## src/rtl/bk_multiword_add_seq_pkg.sv

```systemverilog
// rtl/bk_multiword_add_seq_pkg.sv - shared types and helpers for the multiword add sequencer
package bk_multiword_add_seq_pkg;

   // Sequencer states; the unused code 2'd3 is steered back to ST_IDLE
   typedef enum logic [1:0] {
      ST_IDLE = 2'd0,
      ST_ADD  = 2'd1,
      ST_DONE = 2'd2
   } state_t;

   // Word index width: enough to count WORDS words, never narrower than one bit
   function automatic int idx_width(input int words);
      return (words > 1) ? $clog2(words) : 1;
   endfunction

endpackage

```

## src/rtl/bk_multiword_add_seq_bk_adder.sv

```systemverilog
// rtl/bk_multiword_add_seq_bk_adder.sv - combinational 2**N-bit Brent-Kung adder
module bkAdderParam #(
   parameter int N = 5
) (
   input  logic [(1<<N)-1:0] a,
   input  logic [(1<<N)-1:0] b,
   input  logic              cin,
   output logic [(1<<N)-1:0] sum,
   output logic              cout
);

   localparam int W = 1 << N;

   // Up-sweep then down-sweep prefix tree yields group generate/propagate from bit 0
   always_comb begin : prefix
      logic [W-1:0] p;
      logic [W-1:0] gg;
      logic [W-1:0] pp;
      logic [W-1:0] c;
      int           j;
      p  = a ^ b;
      gg = a & b;
      pp = p;
      for (int l = 0; l < N; l++) begin
         for (int i = 0; i < W; i++) begin
            j = (i >= (1 << l)) ? i - (1 << l) : 0;
            if (((i + 1) % (1 << (l + 1))) == 0) begin
               gg[i] = gg[i] | (pp[i] & gg[j]);
               pp[i] = pp[i] & pp[j];
            end
         end
      end
      for (int l = N - 2; l >= 0; l--) begin
         for (int i = 0; i < W; i++) begin
            j = (i >= (1 << l)) ? i - (1 << l) : 0;
            if ((((i + 1) % (1 << (l + 1))) == (1 << l)) && (i >= (1 << (l + 1)))) begin
               gg[i] = gg[i] | (pp[i] & gg[j]);
               pp[i] = pp[i] & pp[j];
            end
         end
      end
      c[0] = cin;
      for (int i = 1; i < W; i++) begin
         c[i] = gg[i-1] | (pp[i-1] & cin);
      end
      sum  = p ^ c;
      cout = gg[W-1] | (pp[W-1] & cin);
   end

endmodule

```

## src/rtl/bk_multiword_add_seq.sv

```systemverilog
// rtl/bk_multiword_add_seq.sv - word-serial wide add/subtract around one Brent-Kung adder
module bk_multiword_add_seq
   import bk_multiword_add_seq_pkg::*;
#(
   parameter int N     = 5,
   parameter int WORDS = 4
) (
   input  logic                      clk,
   input  logic                      rst_n,
   input  logic                      in_valid,
   output logic                      in_ready,
   input  logic [WORDS*(1<<N)-1:0]   in_a,
   input  logic [WORDS*(1<<N)-1:0]   in_b,
   input  logic                      in_cin,
   input  logic                      in_sub,
   output logic                      out_valid,
   input  logic                      out_ready,
   output logic [WORDS*(1<<N)-1:0]   out_sum,
   output logic                      out_cout,
   output logic                      out_ovf,
   output logic                      out_zero
);

   localparam int W  = 1 << N;
   localparam int IW = idx_width(WORDS);
   localparam logic [IW-1:0] LAST = IW'(WORDS - 1);

   state_t                    state;
   logic [IW-1:0]             idx;
   logic                      carry;
   logic [WORDS-1:0][W-1:0]   a_q;
   logic [WORDS-1:0][W-1:0]   b_q;
   logic [WORDS-1:0][W-1:0]   sum_q;
   logic [WORDS-1:0][W-1:0]   sum_next;
   logic [W-1:0]              word_sum;
   logic                      word_cout;
   logic                      take;

   bkAdderParam #(.N(N)) u_adder (
      .a    (a_q[idx]),
      .b    (b_q[idx]),
      .cin  (carry),
      .sum  (word_sum),
      .cout (word_cout)
   );

   // Accept in IDLE, or in DONE only when the result leaves in the same cycle
   always_comb begin
      in_ready = 1'b0;
      if (rst_n) begin
         case (state)
            ST_IDLE: in_ready = 1'b1;
            ST_DONE: in_ready = out_ready;
            default: in_ready = 1'b0;
         endcase
      end
   end

   assign take    = in_valid & in_ready;
   assign out_sum = sum_q;

   // Sum register image after the current word is written, used for the zero flag
   always_comb begin
      sum_next      = sum_q;
      sum_next[idx] = word_sum;
   end

   // Sequencer: load operands, add one word per edge, hold the result until taken
   always_ff @(posedge clk or negedge rst_n) begin
      if (!rst_n) begin
         state     <= ST_IDLE;
         idx       <= '0;
         carry     <= 1'b0;
         a_q       <= '0;
         b_q       <= '0;
         sum_q     <= '0;
         out_valid <= 1'b0;
         out_cout  <= 1'b0;
         out_ovf   <= 1'b0;
         out_zero  <= 1'b1;
      end else begin
         case (state)
            ST_IDLE: begin
               if (take) begin
                  a_q   <= in_a;
                  b_q   <= in_sub ? ~in_b : in_b;
                  carry <= in_sub | in_cin;
                  idx   <= '0;
                  state <= ST_ADD;
               end
            end
            ST_ADD: begin
               sum_q <= sum_next;
               carry <= word_cout;
               idx   <= idx + 1'b1;
               if (idx == LAST) begin
                  idx       <= '0;
                  out_cout  <= word_cout;
                  out_ovf   <= (a_q[WORDS-1][W-1] == b_q[WORDS-1][W-1]) &&
                               (word_sum[W-1] != a_q[WORDS-1][W-1]);
                  out_zero  <= (sum_next == '0);
                  out_valid <= 1'b1;
                  state     <= ST_DONE;
               end
            end
            ST_DONE: begin
               if (out_ready) begin
                  out_valid <= 1'b0;
                  if (in_valid) begin
                     a_q   <= in_a;
                     b_q   <= in_sub ? ~in_b : in_b;
                     carry <= in_sub | in_cin;
                     idx   <= '0;
                     state <= ST_ADD;
                  end else begin
                     state <= ST_IDLE;
                  end
               end
            end
            default: state <= ST_IDLE;
         endcase
      end
   end

endmodule

```

## config.mk

```make
export PLATFORM = sky130hd
export DESIGN_NAME = bk_multiword_add_seq
export DESIGN_NICKNAME = d
export VERILOG_FILES = /design/src/rtl/bk_multiword_add_seq_pkg.sv /design/src/rtl/bk_multiword_add_seq_bk_adder.sv /design/src/rtl/bk_multiword_add_seq.sv
export SDC_FILE = /design/constraint.sdc
export NUM_CORES = 1
export LEC_CHECK = 0
export ABC_AREA = 1
export CELL_PAD_IN_SITES_DETAIL_PLACEMENT = 0
export CELL_PAD_IN_SITES_GLOBAL_PLACEMENT = 1
export CORE_MARGIN = 8
export CORE_UTILIZATION = 35
export DETAILED_ROUTE_END_ITERATION = 6
export PLACE_DENSITY = 0.79
export SYNTH_ARGS = -nofsm -noshare
export SYNTH_HDL_FRONTEND = slang
export SYNTH_SLANG_ARGS = --single-unit
```

## constraint.sdc

```tcl
create_clock -name clk -period 4.4 [get_ports clk]
set_input_delay 0.88 -clock clk [delete_from_list [all_inputs] [get_ports clk]]
set_output_delay 0.88 -clock clk [all_outputs]
set_load 0.02 [all_outputs]
```

# Word level (Yosys, flattened, before mapping)
# Index checks and enable logic that the tools add are counted.
[word_totals] output_inout_bits=133 ff_bits=393
[classes] magnitude_cmp=2 bitwise_logic=241 addsub=1 reduce_logical=12 eq_ne=9 muxes=35
[op_table] op="two-way mux 128 bit" count=7
[op_table] op="one-hot mux 128 bit (2 select lines)" count=2
[op_table] op="bitwise AND 1 bit" count=147
[op_table] op="binary-select mux 32 bit (select 2 bit)" count=2
[op_table] op="bitwise mux 128 bit" count=1
[op_table] op="logical NOT 128 bit" count=1
[op_table] op="NOT 128 bit" count=1
[op_table] op="two-way mux 32 bit" count=3
[op_table] op="bitwise OR 1 bit" count=90
[op_table] op="demux 32 bit (select 2 bit)" count=1
[op_table] op="XOR 32 bit" count=2
[op_table] op="bitwise AND 32 bit" count=1
[op_table] op="two-way mux 2 bit" count=7
[op_table] op="one-hot mux 2 bit (3 select lines)" count=2
[op_table] op="inequality test 2 bit, second input constant" count=4
[op_table] op="AND reduction 4 bit" count=2
[op_table] op="two-way mux 1 bit" count=7
[op_table] op="AND reduction 3 bit" count=2
[op_table] op="== test 2 bit, second input constant" count=2
[op_table] op="one-hot mux 1 bit (2 select lines)" count=2
[op_table] op="nonzero test 2 bit" count=2
[op_table] op="< comparator 2 x 3 -> 1 bit, second input constant" count=1
[op_table] op="one-hot mux 1 bit (3 select lines)" count=1
[op_table] op="nonzero test 3 bit" count=1
[op_table] op="8 further kinds" count=9

# Logic depth before layout (Yosys ltp)
# Gate-level depths: netlist of run 1.
[logic_depth] ltp_word=23 depth_mapped=30 depth_no_buf=28

# Modules after synthesis
# A second synthesis of run 1 with hierarchy kept.
[hier_totals] hier_cells=2653 area_unflattened_um2=20487.1
[modules_own_cells] module="bk_multiword_add_seq" area_each_um2=19183.4 cells_per_inst=2456 instances=1
[modules_own_cells] module="bkAdderParam" area_each_um2=1303.8 cells_per_inst=197 instances=1

# Worst setup path after synthesis of run 1
# Ideal clock, no wire load.
[synth_path] path_type="register to register" startpoint="register idx[0]" endpoint="register out_zero" n_path_buf=3 setup_slack_ns=0.959 required_ns=4.339 t_arrival_ns=3.380 setup_time_ns=0.061 synth_period_minus_slack_ns=3.441 stages_incl_launch_ff=27 path_cell_list="dfrtp_1 clkbuf_1 inv_1 clkbuf_1 clkbuf_1 nor2_1 o22ai_1 ha_1 a21oi_1 nand2_2 nand2_2 nand2_1 nand2_2 nand2_4 nand2_2 nand2_4 nand2_4 nand3_1 nand3_1 nand3_1 nor2_1 nand2_1 nor2_1 nand2_1 nor2_1 nand4_1 nand2_1"
[synth_between] elab_chain_cells=23 word_cells_on_any_way=234
[synth_lines] item="from (decl)" line="bk_multiword_add_seq.sv:29" rtl="logic [IW-1:0] idx;"
[synth_lines] item="from (signal assigned)" line="bk_multiword_add_seq.sv:95" rtl="idx <= idx + 1'b1;"
[synth_lines] item="binary-select mux 32 bit (select 2 bit) (on tied branches)" line="bk_multiword_add_seq.sv:40, bk_multiword_add_seq.sv:41"
[synth_lines] item="two-way mux 32 bit (on tied branches)" line="bk_multiword_add_seq.sv:40, bk_multiword_add_seq.sv:41"
[synth_lines] item="XOR 32 bit / bitwise AND 32 bit (equally long branches)" line="bk_multiword_add_seq_bk_adder.sv:21, bk_multiword_add_seq_bk_adder.sv:22"
[synth_lines] item="bitwise AND 1 bit" line="bk_multiword_add_seq_bk_adder.sv:28" rtl="gg[i] = gg[i] | (pp[i] & gg[j]);"
[synth_lines] item="bitwise OR 1 bit" line="bk_multiword_add_seq_bk_adder.sv:28"
[synth_lines] item="bitwise AND 1 bit" line="bk_multiword_add_seq_bk_adder.sv:28"
[synth_lines] item="bitwise OR 1 bit" line="bk_multiword_add_seq_bk_adder.sv:28"
[synth_lines] item="bitwise AND 1 bit" line="bk_multiword_add_seq_bk_adder.sv:28"
[synth_lines] item="[... 7 more ...]"
[synth_lines] item="bitwise AND 1 bit" line="bk_multiword_add_seq_bk_adder.sv:37" rtl="gg[i] = gg[i] | (pp[i] & gg[j]);"
[synth_lines] item="bitwise OR 1 bit" line="bk_multiword_add_seq_bk_adder.sv:37"
[synth_lines] item="bitwise AND 1 bit" line="bk_multiword_add_seq_bk_adder.sv:37"
[synth_lines] item="bitwise OR 1 bit" line="bk_multiword_add_seq_bk_adder.sv:37"
[synth_lines] item="bitwise OR 1 bit" line="bk_multiword_add_seq_bk_adder.sv:44" rtl="c[i] = gg[i-1] | (pp[i-1] & cin);"
[synth_lines] item="XOR 32 bit" line="bk_multiword_add_seq_bk_adder.sv:46" rtl="sum = p ^ c;"
[synth_lines] item="bitwise mux 128 bit" line="bk_multiword_add_seq.sv:65" rtl="sum_next[idx] = word_sum;"
[synth_lines] item="logical NOT 128 bit" line="bk_multiword_add_seq.sv:101" rtl="out_zero <= (sum_next == '0);"
[synth_lines] item="to (signal assigned)" line="bk_multiword_add_seq.sv:101"
[synth_lines] item="to (decl)" line="bk_multiword_add_seq.sv:21" rtl="output logic out_zero"
# Parallel ways exist; a longest one is shown, timed or not. The select of a mux whose other input is x is not followed.
# A chain may end at the register's enable or synchronous reset.

# Worst setup path in the final report of run 1
# Same ends and word-level chain as after synthesis.

==> results of run 1 <==
registers in the layout, indices dropped and copies added, names as in the netlist:
name / cells
a_q: 128
b_q: 128
out_sum: 128
idx: 2
state: 2
carry: 1
out_cout: 1
out_ovf: 1
out_valid: 1
out_zero: 1
how the worst min path moves through the flow:
stage / start / to / slack (ns) / cells past startpoint
3_3_place_gp: a_q[55] / a_q[55] / 0.46 / 2
2_1_floorplan: a_q[65] / a_q[65] / 0.44 / 2
5_1_grt: rst_n / a_q[20] / 0.21 / 1
3_5_place_dp: a_q[59] / a_q[59] / 0.46 / 2
4_1_cts: rst_n / a_q[20] / 0.18 / 1
6_report: rst_n / a_q[20] / 0.19 / 1
metrics by stage:
step | area [um2] | utilization [%]
6_report | 26800 | 45.7
5_1_grt | 26800 | 45.7
4_1_cts | 26800 | 45.6
3_5_place_dp | 25400 | 43.2
3_3_place_gp | 25400 | 43.2
2_1_floorplan | 20600 | -
Yosys cell counts (all sizes together):
cell type	instances
a32oi	2
o31ai	2
clkbuf	138
or2	34
o21ai	374
nand2	966
ha	36
dfstp	1
a21boi	1
nand4	7
mux2i	2
a31oi	32
and2	6
a21oi	18
nor2	226
nand3	124
buf	21
nor3	4
o21a	2
clkinv	3
fa	1
dfrtp	392
o21bai	1
o211ai	3
o22ai	62
xnor2	128
nand3b	1
inv	91
critical path, stage by stage (launching register included):
cell and delay [ns]:
dfrtp_4 0.53, buf_12 0.33, o21ai_0 0.14, o22ai_1 0.28, ha_1 0.37, nand2_1 0.13, inv_1 0.04, a21oi_1 0.26
nand3_2 0.18, nand2_1 0.13, nand2_1 0.08, nand2_1 0.08, nand2_1 0.05, nand2_1 0.19, nand3_1 0.17, o21ai_1 0.27
nand2_1 0.09, nor2_1 0.11, nand2_1 0.06, nor2_1 0.08, nand2_1 0.05, nor2_1 0.14, nand4_1 0.10, nand2_1 0.07
layout make-up:
| type | count | area [um2] |
|---|---|---|
| diodes | 2 | 5.00 |
| clock buffers | 69 | 1320 |
| clock inverters | 8 | 100 |
| fillers | 5782 | 31900 |
| inverters | 94 | 369 |
| multi-input cells | 2032 | 9890 |
| flip-flops and latches | 393 | 9840 |
| well taps | 773 | 967 |
| repair buffers | 431 | 4340 |
metal layers:
layer  vias to the layer above  share of wire [%]
li1                       9322                  -
met1                      9170                 47
met2                       672                 45
met3                        84                6.5
met4                         0                2.0
met5                         -                  0
power by group:
part           switching (mW)  internal [mW]
clock                    1.51           2.16
sequential               1.21           5.34
combinational            10.6           5.32
total                    13.3           12.8
kinds of logic after synthesis:
logic type | synth area share (%)
AND/OR/NAND/NOR | 27.1
AO/OA/AOI/OAI | 12.8
flip-flops | 47.7
buffers and inverters | 4.65
XOR/XNOR | 5.43
adder cells (fa/ha/maj) | 2.28
multiplexers | 0.0970
what timing repair did:
action | 4_1_cts | 5_1_grt
hold buffers | 0 | 0
buffers inserted | 0 | 1
gates resized for setup | 0 | 13
endpoints found under the setup margin | 0 | 1
==> impl_metrics.yaml, run 1 <==
global_routing:
  track_usage_pct: 21.5
  overflow: 0
  grtUsageMet3_pct: 3.61
  met1_usage_pct: 31.1
  grt-busiest-layer: "met2"
  grt_max_degree: 237
  grt_pass1_vias: 18800
  grt_pass1_wl_um: 114000
  use_met2_pct: 33.0
  antenna_found_initial: 3
logic_synthesis:
  ys_seq_area_share_pct: 47.7
  synth_top_area_share_pct: 47.5
  avgSynthCellArea_um2: 7.71
  syn_nets: 2977
  syn_area_um2: 20600
  yosys_register_bits: 393
  synth_largest_area_cell: "dfrtp_1"
  yosys_warnings: 0
  yosysUniqueCellTypes: 34
  syn_inst: 2678
  synth.area.top_cells: "dfrtp_1, nand2_1, o21ai_0"
place:
  preCtsSetupSlack_ns: 0.116
  place_inst: 3722
  place_congestion: 0.868
  dp_hpwl_um: 55500
  numPortBuffers: 394
drt:
  drt_iter0_drc: 1693
  viasPerCell: 5.06
  vias: 19200
  drcViolationCount: 0
  routedWlPerCell_um: 19.5
  drt_wl_total_um: 74200
  firstDrtPassIters: 6
  detail-route-antenna-nets: 0
setup_path:
  critPathKind: "reg -> reg"
  arrival_ns: 4.55
  r2r-start: "idx[0]"
  crit_path_end_kind: "flip-flop"
  critPathLaunchType: "flip-flop"
  endpoint: "out_zero"
  rr_worst_depth: 23
  crit_start: "idx[0]"
  timing.rr.end: "out_zero"
  rrSetupSlack_ns: 0.36
  cp.required_ns: 4.91
  cp_max_fo: 79
floorplan:
  initial_core_util_pct: 35.2
  io_pins: 395
  core_um2: 58700
  die-area_um2: 67000
  dieWidth_um: 259
  fp.dieH_um: 259
  rows: 89
clock_tree:
  cts_htree_levels: 2
  cts_tree: "built"
  clk_latency_ns: 0.57
  path_clk_slew_ns: 0.06
  cts.sinks: 393
  cts_buffer_depth: 3
  cts_inserted_buffers: 44
  cts.root.buffer_cell: "clkbuf_16"
timing:
  holdWs_ns: 0.189
  finalSetupViolations: 0
  hold_viol: 0
  slew_viol_final: 0
  finalClockSkew_ns: 0.0123
  post-route-period-util_pct: 91.8
  final.min_clock_period_ns: 4.04
  relSlewSlack_pct: 34.1
  worst_pin_slew_ns: 0.989
  setup_tns_ns: 0
  fmaxAchievable_ghz: 0.247
  fin_ws_ns: 0.359
finish:
  layout_common_cells: "nand2_1, clkdlybuf4s50_1, dfrtp_1, o21ai_0, nor2_1"
  mostFrequentLayoutCell: "nand2_1"
  syn2layout_area_growth_pct: 30.0
  layout.cells.non_filler: 3802
  drive_above_1_share_pct: 6.64
  final_nets: 3295
power:
  peakVddDrop_mv: 0.496
  p_leak_nw: 12.4
  power.total_mw: 26.1
  power_density_nw_per_um2: 973
run_status:
  status: "completed"
worst_hold_path:
  worstHoldPathType: "in -> async"
run:
  cap_violations: 0
Power figures use the tool's default switching activity.
==> inputs of run 2 (changes only) <==
--- a/config.mk
+++ b/config.mk
@@ -11,6 +11,7 @@
 export CORE_MARGIN = 8
 export CORE_UTILIZATION = 35
 export DETAILED_ROUTE_END_ITERATION = 6
+export GPL_ROUTABILITY_DRIVEN = 1
 export PLACE_DENSITY = 0.79
 export SYNTH_ARGS = -nofsm -noshare
 export SYNTH_HDL_FRONTEND = slang
==> results of run 2 <==
Final layout, timing and power as in run 1 (identical DEF).
